File: src/rtl/riscv_ctrl_pkg.sv
// Shared encodings for the multicycle RV32I control unit: opcodes, FSM states,
// datapath mux selects and the per-state control word decode.
package riscv_ctrl_pkg;

    localparam logic [6:0] OP_LOAD   = 7'b0000011;
    localparam logic [6:0] OP_STORE  = 7'b0100011;
    localparam logic [6:0] OP_RTYPE  = 7'b0110011;
    localparam logic [6:0] OP_ITYPE  = 7'b0010011;
    localparam logic [6:0] OP_BRANCH = 7'b1100011;
    localparam logic [6:0] OP_JAL    = 7'b1101111;
    localparam logic [6:0] OP_JALR   = 7'b1100111;
    localparam logic [6:0] OP_LUI    = 7'b0110111;
    localparam logic [6:0] OP_AUIPC  = 7'b0010111;

    typedef enum logic [3:0] {
        S_IDLE, S_FETCH, S_DECODE, S_MEMADR, S_MEMREAD, S_MEMWRITE, S_MEMWB,
        S_EXEC_R, S_EXEC_I, S_ALUWB, S_BRANCH, S_JALR_ADR, S_JAL, S_LUI, S_HALT
    } state_t;

    localparam logic [1:0] RES_ALUOUT = 2'b00;
    localparam logic [1:0] RES_DATA   = 2'b01;
    localparam logic [1:0] RES_ALURES = 2'b10;
    localparam logic [1:0] RES_IMM    = 2'b11;

    localparam logic [1:0] SRCA_PC    = 2'b00;
    localparam logic [1:0] SRCA_OLDPC = 2'b01;
    localparam logic [1:0] SRCA_RD1   = 2'b10;

    localparam logic [1:0] SRCB_RD2   = 2'b00;
    localparam logic [1:0] SRCB_IMM   = 2'b01;
    localparam logic [1:0] SRCB_FOUR  = 2'b10;

    localparam logic [1:0] ALUOP_ADD   = 2'b00;
    localparam logic [1:0] ALUOP_SUB   = 2'b01;
    localparam logic [1:0] ALUOP_FUNCT = 2'b10;

    localparam logic [2:0] IMM_I = 3'b000;
    localparam logic [2:0] IMM_S = 3'b001;
    localparam logic [2:0] IMM_B = 3'b010;
    localparam logic [2:0] IMM_J = 3'b011;
    localparam logic [2:0] IMM_U = 3'b100;

    typedef struct packed {
        logic       mem_req;
        logic       adr_src;
        logic       fetch;
        logic       jal_pc;
        logic       branch;
        logic       reg_write;
        logic       mem_write;
        logic       halted;
        logic [1:0] result_src;
        logic [1:0] alu_src_a;
        logic [1:0] alu_src_b;
        logic [1:0] alu_op;
    } ctrl_t;

    // Moore control word for a state; anything not named stays 0.
    function automatic ctrl_t ctrl_decode(input state_t s);
        ctrl_t c;
        c = '0;
        case (s)
            S_FETCH: begin
                c.mem_req    = 1'b1;
                c.fetch      = 1'b1;
                c.alu_src_a  = SRCA_PC;
                c.alu_src_b  = SRCB_FOUR;
                c.alu_op     = ALUOP_ADD;
                c.result_src = RES_ALURES;
            end
            S_DECODE: begin
                c.alu_src_a = SRCA_OLDPC;
                c.alu_src_b = SRCB_IMM;
            end
            S_MEMADR, S_JALR_ADR: begin
                c.alu_src_a = SRCA_RD1;
                c.alu_src_b = SRCB_IMM;
            end
            S_MEMREAD: begin
                c.mem_req = 1'b1;
                c.adr_src = 1'b1;
            end
            S_MEMWRITE: begin
                c.mem_req   = 1'b1;
                c.adr_src   = 1'b1;
                c.mem_write = 1'b1;
            end
            S_MEMWB: begin
                c.result_src = RES_DATA;
                c.reg_write  = 1'b1;
            end
            S_EXEC_R: begin
                c.alu_src_a = SRCA_RD1;
                c.alu_src_b = SRCB_RD2;
                c.alu_op    = ALUOP_FUNCT;
            end
            S_EXEC_I: begin
                c.alu_src_a = SRCA_RD1;
                c.alu_src_b = SRCB_IMM;
                c.alu_op    = ALUOP_FUNCT;
            end
            S_ALUWB: begin
                c.result_src = RES_ALUOUT;
                c.reg_write  = 1'b1;
            end
            S_BRANCH: begin
                c.alu_src_a = SRCA_RD1;
                c.alu_src_b = SRCB_RD2;
                c.alu_op    = ALUOP_SUB;
                c.branch    = 1'b1;
            end
            S_JAL: begin
                c.alu_src_a = SRCA_OLDPC;
                c.alu_src_b = SRCB_FOUR;
                c.jal_pc    = 1'b1;
            end
            S_LUI: begin
                c.result_src = RES_IMM;
                c.reg_write  = 1'b1;
            end
            S_HALT: begin
                c.halted = 1'b1;
            end
            default: begin
                c = '0;
            end
        endcase
        return c;
    endfunction

endpackage

File: src/rtl/imm_src_dec.sv
// Immediate-format decode from the opcode; purely combinational so the
// extender sees the right format in every state, including reset.
module imm_src_dec
    import riscv_ctrl_pkg::*;
#(
    parameter int IMMSRC_W = 3
) (
    input  logic [6:0]          op,
    output logic [IMMSRC_W-1:0] imm_src
);

    // Opcode to immediate format; R-type and unknown ops fall back to I.
    always_comb begin
        imm_src = '0;
        case (op)
            OP_LOAD, OP_ITYPE, OP_JALR: imm_src = IMMSRC_W'(IMM_I);
            OP_STORE:                   imm_src = IMMSRC_W'(IMM_S);
            OP_BRANCH:                  imm_src = IMMSRC_W'(IMM_B);
            OP_JAL:                     imm_src = IMMSRC_W'(IMM_J);
            OP_LUI, OP_AUIPC:           imm_src = IMMSRC_W'(IMM_U);
            default:                    imm_src = IMMSRC_W'(IMM_I);
        endcase
    end

endmodule

File: src/rtl/mc_ctrl_fsm.sv
// Multicycle RV32I control FSM with memory handshake, watchdog and instret.
// Define MC_CTRL_ILLEGAL_TRAP_EN to halt on an illegal opcode instead of skipping it.
module mc_ctrl_fsm
    import riscv_ctrl_pkg::*;
#(
    parameter int ALUOP_W     = 2,
    parameter int IMMSRC_W    = 3,
    parameter int MEM_TIMEOUT = 16,
    parameter int CNT_W       = 32
) (
    input  logic                clk,
    input  logic                rst_n,
    input  logic [6:0]          op,
    input  logic                mem_ready,
    output logic                mem_req,
    output logic                adr_src,
    output logic                ir_write,
    output logic                pc_update,
    output logic                branch,
    output logic                reg_write,
    output logic                mem_write,
    output logic [1:0]          result_src,
    output logic [1:0]          alu_src_a,
    output logic [1:0]          alu_src_b,
    output logic [ALUOP_W-1:0]  alu_op,
    output logic [IMMSRC_W-1:0] imm_src,
    output logic [CNT_W-1:0]    instret,
    output logic                halted
);

    localparam int WD_W    = (MEM_TIMEOUT > 1) ? $clog2(MEM_TIMEOUT + 1) : 1;
    localparam int WD_LAST = (MEM_TIMEOUT > 0) ? MEM_TIMEOUT - 1 : 0;

    state_t            state_r;
    state_t            state_nxt_s;
    ctrl_t             ctrl_r;
    logic [WD_W-1:0]   wait_cnt_r;
    logic [CNT_W-1:0]  instret_r;
    logic              wd_expire_s;
    logic              retire_s;
    logic              wait_entry_s;

    // The last allowed waiting cycle only expires if ready is still low.
    assign wd_expire_s  = (MEM_TIMEOUT > 0) && !mem_ready && (wait_cnt_r == WD_W'(WD_LAST));
    assign retire_s     = (state_r == S_MEMWB) || (state_r == S_ALUWB) || (state_r == S_BRANCH) ||
                          (state_r == S_LUI) || ((state_r == S_MEMWRITE) && mem_ready);
    assign wait_entry_s = (state_nxt_s != state_r) &&
                          ((state_nxt_s == S_FETCH) || (state_nxt_s == S_MEMREAD) ||
                           (state_nxt_s == S_MEMWRITE));

    // Next-state selection.
    always_comb begin
        state_nxt_s = state_r;
        case (state_r)
            S_IDLE: state_nxt_s = S_FETCH;
            S_FETCH: begin
                if (mem_ready)        state_nxt_s = S_DECODE;
                else if (wd_expire_s) state_nxt_s = S_HALT;
                else                  state_nxt_s = S_FETCH;
            end
            S_DECODE: begin
                case (op)
                    OP_LOAD, OP_STORE: state_nxt_s = S_MEMADR;
                    OP_RTYPE:          state_nxt_s = S_EXEC_R;
                    OP_ITYPE:          state_nxt_s = S_EXEC_I;
                    OP_BRANCH:         state_nxt_s = S_BRANCH;
                    OP_JAL:            state_nxt_s = S_JAL;
                    OP_JALR:           state_nxt_s = S_JALR_ADR;
                    OP_LUI:            state_nxt_s = S_LUI;
                    OP_AUIPC:          state_nxt_s = S_ALUWB;
`ifdef MC_CTRL_ILLEGAL_TRAP_EN
                    default:           state_nxt_s = S_HALT;
`else
                    default:           state_nxt_s = S_FETCH;
`endif
                endcase
            end
            S_MEMADR: begin
                if (op[5]) state_nxt_s = S_MEMWRITE;
                else       state_nxt_s = S_MEMREAD;
            end
            S_MEMREAD: begin
                if (mem_ready)        state_nxt_s = S_MEMWB;
                else if (wd_expire_s) state_nxt_s = S_HALT;
                else                  state_nxt_s = S_MEMREAD;
            end
            S_MEMWRITE: begin
                if (mem_ready)        state_nxt_s = S_FETCH;
                else if (wd_expire_s) state_nxt_s = S_HALT;
                else                  state_nxt_s = S_MEMWRITE;
            end
            S_MEMWB, S_ALUWB, S_BRANCH, S_LUI: state_nxt_s = S_FETCH;
            S_EXEC_R, S_EXEC_I, S_JAL:         state_nxt_s = S_ALUWB;
            S_JALR_ADR:                        state_nxt_s = S_JAL;
            S_HALT:                            state_nxt_s = S_HALT;
            default:                           state_nxt_s = S_HALT;
        endcase
    end

    // State register; control word is decoded from the next state so it is registered.
    always_ff @(posedge clk or negedge rst_n) begin
        if (!rst_n) begin
            state_r <= S_IDLE;
            ctrl_r  <= '0;
        end else begin
            state_r <= state_nxt_s;
            ctrl_r  <= ctrl_decode(state_nxt_s);
        end
    end

    // Memory watchdog and retired-instruction counter.
    always_ff @(posedge clk or negedge rst_n) begin
        if (!rst_n) begin
            wait_cnt_r <= '0;
            instret_r  <= '0;
        end else begin
            if (wait_entry_s) begin
                wait_cnt_r <= '0;
            end else if (ctrl_r.mem_req && !mem_ready) begin
                wait_cnt_r <= wait_cnt_r + WD_W'(1);
            end
            if (retire_s) begin
                instret_r <= instret_r + CNT_W'(1);
            end
        end
    end

    imm_src_dec #(
        .IMMSRC_W (IMMSRC_W)
    ) u_imm_src_dec (
        .op      (op),
        .imm_src (imm_src)
    );

    // IR and PC load during fetch are qualified by the handshake completing.
    assign mem_req    = ctrl_r.mem_req;
    assign adr_src    = ctrl_r.adr_src;
    assign ir_write   = ctrl_r.fetch & mem_ready;
    assign pc_update  = ctrl_r.jal_pc | (ctrl_r.fetch & mem_ready);
    assign branch     = ctrl_r.branch;
    assign reg_write  = ctrl_r.reg_write;
    assign mem_write  = ctrl_r.mem_write;
    assign result_src = ctrl_r.result_src;
    assign alu_src_a  = ctrl_r.alu_src_a;
    assign alu_src_b  = ctrl_r.alu_src_b;
    assign alu_op     = ALUOP_W'(ctrl_r.alu_op);
    assign instret    = instret_r;
    assign halted     = ctrl_r.halted;

endmodule

File: config.mk
export PLATFORM = sky130hd
export DESIGN_NAME = mc_ctrl_fsm
export DESIGN_NICKNAME = d
export VERILOG_FILES = /design/src/rtl/riscv_ctrl_pkg.sv /design/src/rtl/imm_src_dec.sv /design/src/rtl/mc_ctrl_fsm.sv
export SDC_FILE = /design/constraint.sdc
export NUM_CORES = 1
export LEC_CHECK = 0
export ABC_CLOCK_PERIOD_IN_PS = 6800
export CORE_AREA = 2 2 82 84
export CTS_CLUSTER_SIZE = 25
export DETAILED_ROUTE_END_ITERATION = 16
export DIE_AREA = 0 0 84 86
export PLACE_DENSITY = 0.76
export REMOVE_ABC_BUFFERS = 1
export SLEW_MARGIN = 0
export SYNTH_ARGS = -nofsm -noshare
export SYNTH_HDL_FRONTEND = slang
export SYNTH_HIERARCHICAL = 1
export SYNTH_SLANG_ARGS = --single-unit
File: constraint.sdc
create_clock -name clk -period 6.8 [get_ports clk]
set_clock_uncertainty 0.2 [all_clocks]
set_input_delay 1.36 -clock clk [delete_from_list [all_inputs] [get_ports clk]]
set_output_delay 1.36 -clock clk [all_outputs]
set_load 0.005 [all_outputs]
==> summary.md, run 1 <==
| Metric | Value |
|---|---|
| Status | finished clean |
| CP max-delay cell | clkdlybuf4s50_1 |
| Int Power | 0.703 mW |
| Vias in the first global route | 2206 |
| Hold-fix buffers, CTS | 0 |
| Cell leakage power | 1.61 nW |
| Total Routing Usage GR | 17.1% |
| Post-synthesis instance total | 307 |
| Period utilization | 67.9% |
| WP data arrival | 3060 ps |
| WP buf/inv | 2 |
| Placed cell count | 422 |
| DRT Pass-1 Iters | 4 |
| Net Sw Power | 0.408 mW |
| Max_cap viols | 0 |
| Die Ht | 86 um |
| Critical Path, Cell by Cell | clkdlybuf4s50_1, or3_1, a21boi_1, clkdlybuf4s50_1 |
| Final setup vio count | 0 |
| IO Port Bufs | 60 |
| CTS Root Cell | clkbuf_8 |
| Post-route ant nets | 0 |
| Largest cells by area after synthesis | dfrtp_1 (45%), xnor2_1 (6.8%), xor2_1 (3.7%) |
| First-pass GRT wire length | 10.3 mm |
| Largest area contributor in the netlist | dfrtp_1 |
| Largest stage delay, worst path | 610 ps |
| Sequential area share after synthesis | 45.4% |
| Logic pwr share | 40.5% |
| Worst Hold Class | reg2reg |
| Synth Register Bits | 56 |
| Crit path max fanout | 12 |
| Sw frac | 36.7% |
| Number of synthesized flops with an enable pin | 0 |
| Finished Layout Cells | 430 |
| Top cell type's share of synthesized area | 45.4% |
| Critical Path RT | 5240 ps |
| H-tree Lvls | 2 |
| Clock buffer depth | 2 |
| Pin count of the biggest net entering global routing | 57 |
| Synth cell count leaders | dfrtp_1 (56), nand2_1 (27), xnor2_1 (24) |
| Max IR drop VDD | 0.185 mV |
| # diodes | 0 |
| Slew of the pin with the lowest slew margin | 688 ps |
| Initial antenna violation count | 0 |
| Slew Viols, Final | 0 |
| F_max | 217 MHz |
| DIE WIDTH | 84 um |
| Main synth FF type | dfrtp_1 |
| Total Wirelength | 5.99 mm |
| Drt drc | 0 |
| Clock power frac | 17.1% |
| Sequential power share | 42.3% |
| RSZ-0062 raised after global routing | false |
| Share of cells above drive strength 1 | 7.08% |
| CP Capture Type | output port |
| Final core occ | 59.5% |
| Clk_lat worst skew | 310 ps |
| P&R area growth vs syn | 21.1% |
| FILL cells | 527 |
| Initial DRC Count | 69 |
| Most numerous cell in the Yosys netlist | dfrtp_1 |
| DR vias/cell | 5.49 |
| CTS tree | done |
| Ys async rst share | 100% |
| Top Ports | 61 |
| Post-CTS Resized | 0 |
| Setup TNS | 0 ps |
| Number of cell rows | 29 |
| TritonCTS buffer count | 5 |
| Slew margin rel. | 54.1% |
| Die area | 7220 um2 |
| Mapped Area | 3080 um2 |
| Post-CTS setup buffer count | 0 |
| Nets | 365 |
| Average size of a mapped cell | 10.0 um2 |
| Most used cell, CP | clkdlybuf4s50_1 |
| Gpl congestion | 0.811 |
| PD cells | 297 nW/um2 |
| Synth cell types | 57 |
| Hpwl dp | 4.44 mm |
| Hold slack | 279 ps |
| Crit path time final | 4620 ps |
| Final hold vios | 0 |
| Initial Utilization | 49.1% |
| Clock transition at the registers of the reported paths | 100 ps |
| Core ar. | 6280 um2 |
| Pwr Total | 1.11 mW |
| Startpoint types | input port |
| Yosys warnings | 6 |
| Critical path type | in2out |
| Gr ovfl total | 0 |
| CTS sink count | 56 |
| Avg WL per Cell | 13.9 um |
| Top delay family on crit path | buffers and inverters |
| Via count | 2359 |
==> kinds of logic (layout without fill, tap and decap cells) <==
kind of cell	after synthesis	after routing	share of synthesized area, %
buf+inv	30	76	5.52
compound gates	44	44	10.3
simple gates	132	132	25.1
xor+xnor	37	37	10.5
fa+ha+maj	3	3	1.22
flops	56	56	45.4
mux	5	5	1.87
==> through the flow <==
| stage | setup slack, ps | instance area, um2 |
|---|---|---|
| 2_1_floorplan | 3360 | 2940 |
| 3_3_place_gp | 2210 | 3640 |
| 3_5_place_dp | 2190 | 3640 |
| 4_1_cts | 2170 | 3740 |
| 5_1_grt | 2070 | 3740 |
| 6_report | 2180 | 3740 |
==> path summary, 6_finish.rpt <==
check	startpoint	cells past startpoint	end	slack (ps)
worst max-delay path	op[2]	4	imm_src[0]	2180
min in group asynchronous	rst_n	2	instret[7]	970
worst max register to register	wait_cnt_r[0]	9	alu_op[1]	4030
worst min register to register	instret[31]	1	instret[31]	280
worst min-delay path	instret[31]	1	instret[31]	280
max in group asynchronous	rst_n	2	adr_src	4970
==> cell usage in the layout (no fill, tap or decap), types with 7 or more instances in the layout <==
master and count:
a21oi_1 7, and3_1 14, clkdlybuf4s50_1 59, dfrtp_1 56, nand2_1 27, nand3_1 15
nand4_1 9, nor2_1 17, o21ai_0 10, xnor2_1 24, xor2_1 13
==> layer usage <==
metal  routed length, um  global-route usage, %  up-vias
li1                    -                      -     1172
met1                2770                   23.1     1125
met2                2880                   28.4       54
met3                 239                   2.89        8
met4                  96                   5.43        0
met5                   0                      0        -
==> power groups by stage <==
stage	Combinational, mW	Clock (mW)	Sequential (mW)
6_report	0.450	0.190	0.470
5_1_grt	0.501	0.209	0.482
4_1_cts	0.456	0.199	0.470
3_5_place_dp	0.453	0	0.478
3_3_place_gp	0.439	0	0.475
2_1_floorplan	0.279	0	0.465
==> registers in the layout (all words and copies together), names as in the netlist, 2 cells and up <==
| signal | flops |
|---|---|
| alu_src_a | 2 |
| alu_src_b | 2 |
| wait_cnt_r | 5 |
| instret | 32 |
| result_src | 2 |
| state_r | 4 |
| alu_op | 2 |
| ctrl_r | 2 |
==> area by class of cell <==
class | count | area (um2) | area share [%]
multi-input cells | 221 | 1510 | 40.5
repair buffers | 61 | 603 | 16.1
well taps | 77 | 96.3 | 2.58
flip-flops and latches | 56 | 1400 | 37.5
clock buffers | 6 | 82.6 | 2.21
clock inverters | 2 | 13.8 | 0.368
inverters | 7 | 26.3 | 0.703
Power figures use the tool's default switching activity.
==> run 2: changes to the inputs <==
--- a/config.mk
+++ b/config.mk
@@ -5,12 +5,12 @@
 export SDC_FILE = /design/constraint.sdc
 export NUM_CORES = 1
 export LEC_CHECK = 0
-export ABC_CLOCK_PERIOD_IN_PS = 6800
-export CORE_AREA = 2 2 82 84
+export ABC_CLOCK_PERIOD_IN_PS = 4000
+export CORE_AREA = 2 2 85 87
 export CTS_CLUSTER_SIZE = 25
 export DETAILED_ROUTE_END_ITERATION = 16
-export DIE_AREA = 0 0 84 86
-export PLACE_DENSITY = 0.76
+export DIE_AREA = 0 0 87 89
+export PLACE_DENSITY = 0.74
 export REMOVE_ABC_BUFFERS = 1
 export SLEW_MARGIN = 0
 export SYNTH_ARGS = -nofsm -noshare
==> constraint.sdc (replaced) <==
create_clock -name clk -period 4 [get_ports clk]
set_clock_uncertainty 0.2 [all_clocks]
set_input_delay 0.8 -clock clk [delete_from_list [all_inputs] [get_ports clk]]
set_output_delay 0.8 -clock clk [all_outputs]
set_load 0.005 [all_outputs]
==> run 2 against run 1 <==
- design area rose by 0.13%
- die area increased by 7.2%
- largest cell class unchanged
- non-clock buffer count is 1 higher
==> summary.md, run 2 (synthesized netlist as in run 1, its figures left out) <==
| Metric | Value |
|---|---|
| F_max | 285 MHz |
| CP Capture Type | output port |
| Critical path type | in2out |
| Slew of the pin with the lowest slew margin | 772 ps (+84.0 ps) |
| H-tree Lvls | 2 (unchanged) |
| Top Ports | 61 (unchanged) |
| CTS Root Cell | clkbuf_8 |
| CP max-delay cell | clkdlybuf4s50_1 |
| R2r setup slk | 1150 ps (-2880 ps) |
| Largest stage delay, worst path | 610 ps (about the same) |
| First-pass GRT wire length | 10.4 mm (+0.67%) |
| Gr ovfl total | 0 (unchanged) |
| Register area | 1400 um2 (unchanged) |
| Via count | 2371 (+0.51%) |
| Area of the multi-input gates | 1510 um2 (unchanged) |
| DRT Pass-1 Iters | 5 (+1) |
| P&R area growth vs syn | 21.3% |
| Post-route ant nets | 0 (unchanged) |
| Clock buffer depth | 2 (unchanged) |
| Capture point of the worst reg-to-reg path | alu_op[1] |
| Max_cap viols | 0 (unchanged) |
| Number of cell rows | 30 (+3.4%) |
| Crit path time final | 3500 ps |
| # diodes | 0 (unchanged) |
| Final setup vio count | 0 (unchanged) |
| DR vias/cell | 5.46 (-0.42%) |
| Vias in the first global route | 2263 (+2.6%) |
| Hold Path Cell Cnt | 1 (unchanged) |
| Worst Hold Class | reg2reg |
| Gpl congestion | 0.853 (+5.1%) |
| DIE WIDTH | 87 um (+3.6%) |
| Pwr Total | 1.87 mW (+68%) |
| FILL cells | 572 (+8.5%) |
| Worst R2R Path Depth | 9 (unchanged) |
| Worst Setup SP | op[2] |
| Hold Startpoint | instret[31] |
| Critical Path, Cell by Cell | clkdlybuf4s50_1, or3_1, a21boi_1, clkdlybuf4s50_1 |
| Post-CTS Resized | 0 (unchanged) |
| Hpwl dp | 4.62 mm (+4.0%) |
| Number of flip-flops in the largest register | 32 (unchanged) |
| PD cells | 499 nW/um2 (+68%) |
| CTS tree | done |
| Slew Viols, Final | 0 (unchanged) |
| Startpoint types | input port |
| Setup TNS | 0 ps (unchanged) |
| Share of cells above drive strength 1 | 7.34% (+0.26 points) |
| Most used cell, CP | clkdlybuf4s50_1 |
| Status | finished clean |
| Crit path max fanout | 12 (unchanged) |
| IO Port Bufs | 60 (unchanged) |
| Period utilization | 87.6% |
| Critical Path RT | 3000 ps (-2240 ps) |
| Commonest non-fill, non-tap cell in the layout | clkdlybuf4s50_1 |
| Total Wirelength | 6.24 mm (+4.1%) |
| Post-CTS setup buffer count | 0 (unchanged) |
| Clk_lat worst skew | 300 ps (about the same) |
| Drt drc | 0 (unchanged) |
| Die area | 7740 um2 (+7.2%) |
| Final hold vios | 0 (unchanged) |
| Top delay family on crit path | buffers and inverters |
| Initial Utilization | 45.9% (-3.2 points) |
| Initial DRC Count | 50 (-28%) |
| Pin count of the biggest net entering global routing | 35 (-39%) |
| Cell leakage power | 1.60 nW (about the same) |
| Initial antenna violation count | 0 (unchanged) |
| Total Routing Usage GR | 16.7% (-0.38 points) |
| Die Ht | 89 um (+3.5%) |
| Slew margin rel. | 48.5% (-5.6 points) |
| Most frequent cells in the layout | clkdlybuf4s50_1 (59), dfrtp_1 (56), nand2_1 (27) |
| Max IR drop VDD | 0.179 mV (-3.0%) |
| Hold-fix buffers, CTS | 0 (unchanged) |
| Clock transition at the registers of the reported paths | 100 ps (about the same) |
| TritonCTS buffer count | 5 (unchanged) |
| WP data arrival | 2500 ps (-560 ps) |
| Core ar. | 6720 um2 (+7.0%) |
| FF-to-FF Start | wait_cnt_r[0] |
| CTS sink count | 56 (unchanged) |
| Nets | 366 (+0.27%) |
| RSZ-0062 raised after global routing | false |
| WP buf/inv | 2 (unchanged) |
| WHS Endpoint | instret[31] |
| Avg WL per Cell | 14.4 um (+3.1%) |
-- run 2: cell count changes in the layout (fill, tap and decap cells not counted), sizes merged --
cell	change
clkinvlp	+1
buf	+1
clkbuf	-1
-- run 2: power breakdown --
part	total, mW	switching [mW]	internal (mW)
clock	0.309	0.184	0.125
sequential	0.800	0.131	0.669
combinational	0.759	0.375	0.384
-- run 2: layer usage --
metal  global-route usage (%)  up-vias  part of all wire [%]
met5                        0        -                     0
met4                     5.40        0                   1.1
met3                     3.14        6                   4.4
met2                     30.4       58                    51
met1                     20.0     1143                    43
li1                         -     1164                     -
-- run 2: area by class of cell --
class / instances / area share [%]
clock buffers: 5 / 1.84
clock inverters: 3 / 0.569
inverters: 7 / 0.702
multi-input cells: 221 / 40.4
flip-flops and latches: 56 / 37.5
well taps: 80 / 2.68
repair buffers: 62 / 16.3
-- run 2: worst max path at each step --
| stage | to | cells after the start |
|---|---|---|
| 6_report | imm_src[0] | 4 |
| 4_1_cts | imm_src[0] | 4 |
| 3_3_place_gp | imm_src[0] | 4 |
| 3_5_place_dp | imm_src[0] | 4 |
| 5_1_grt | imm_src[0] | 4 |
| 2_1_floorplan | wait_cnt_r[0] | 6 |
-- run 2: per-stage QoR --
stage	worst slack (ps)	std cells	hold slack [ps]	util, %	area, um2
after CTS	499	434	280	55.7	3740
after global placement	540	426	262	54.3	3650
after detailed placement	512	426	266	54.3	3650
final	496	434	272	55.7	3740
after floorplan	1440	284	268	-	2940
after global routing	401	434	314	55.7	3740
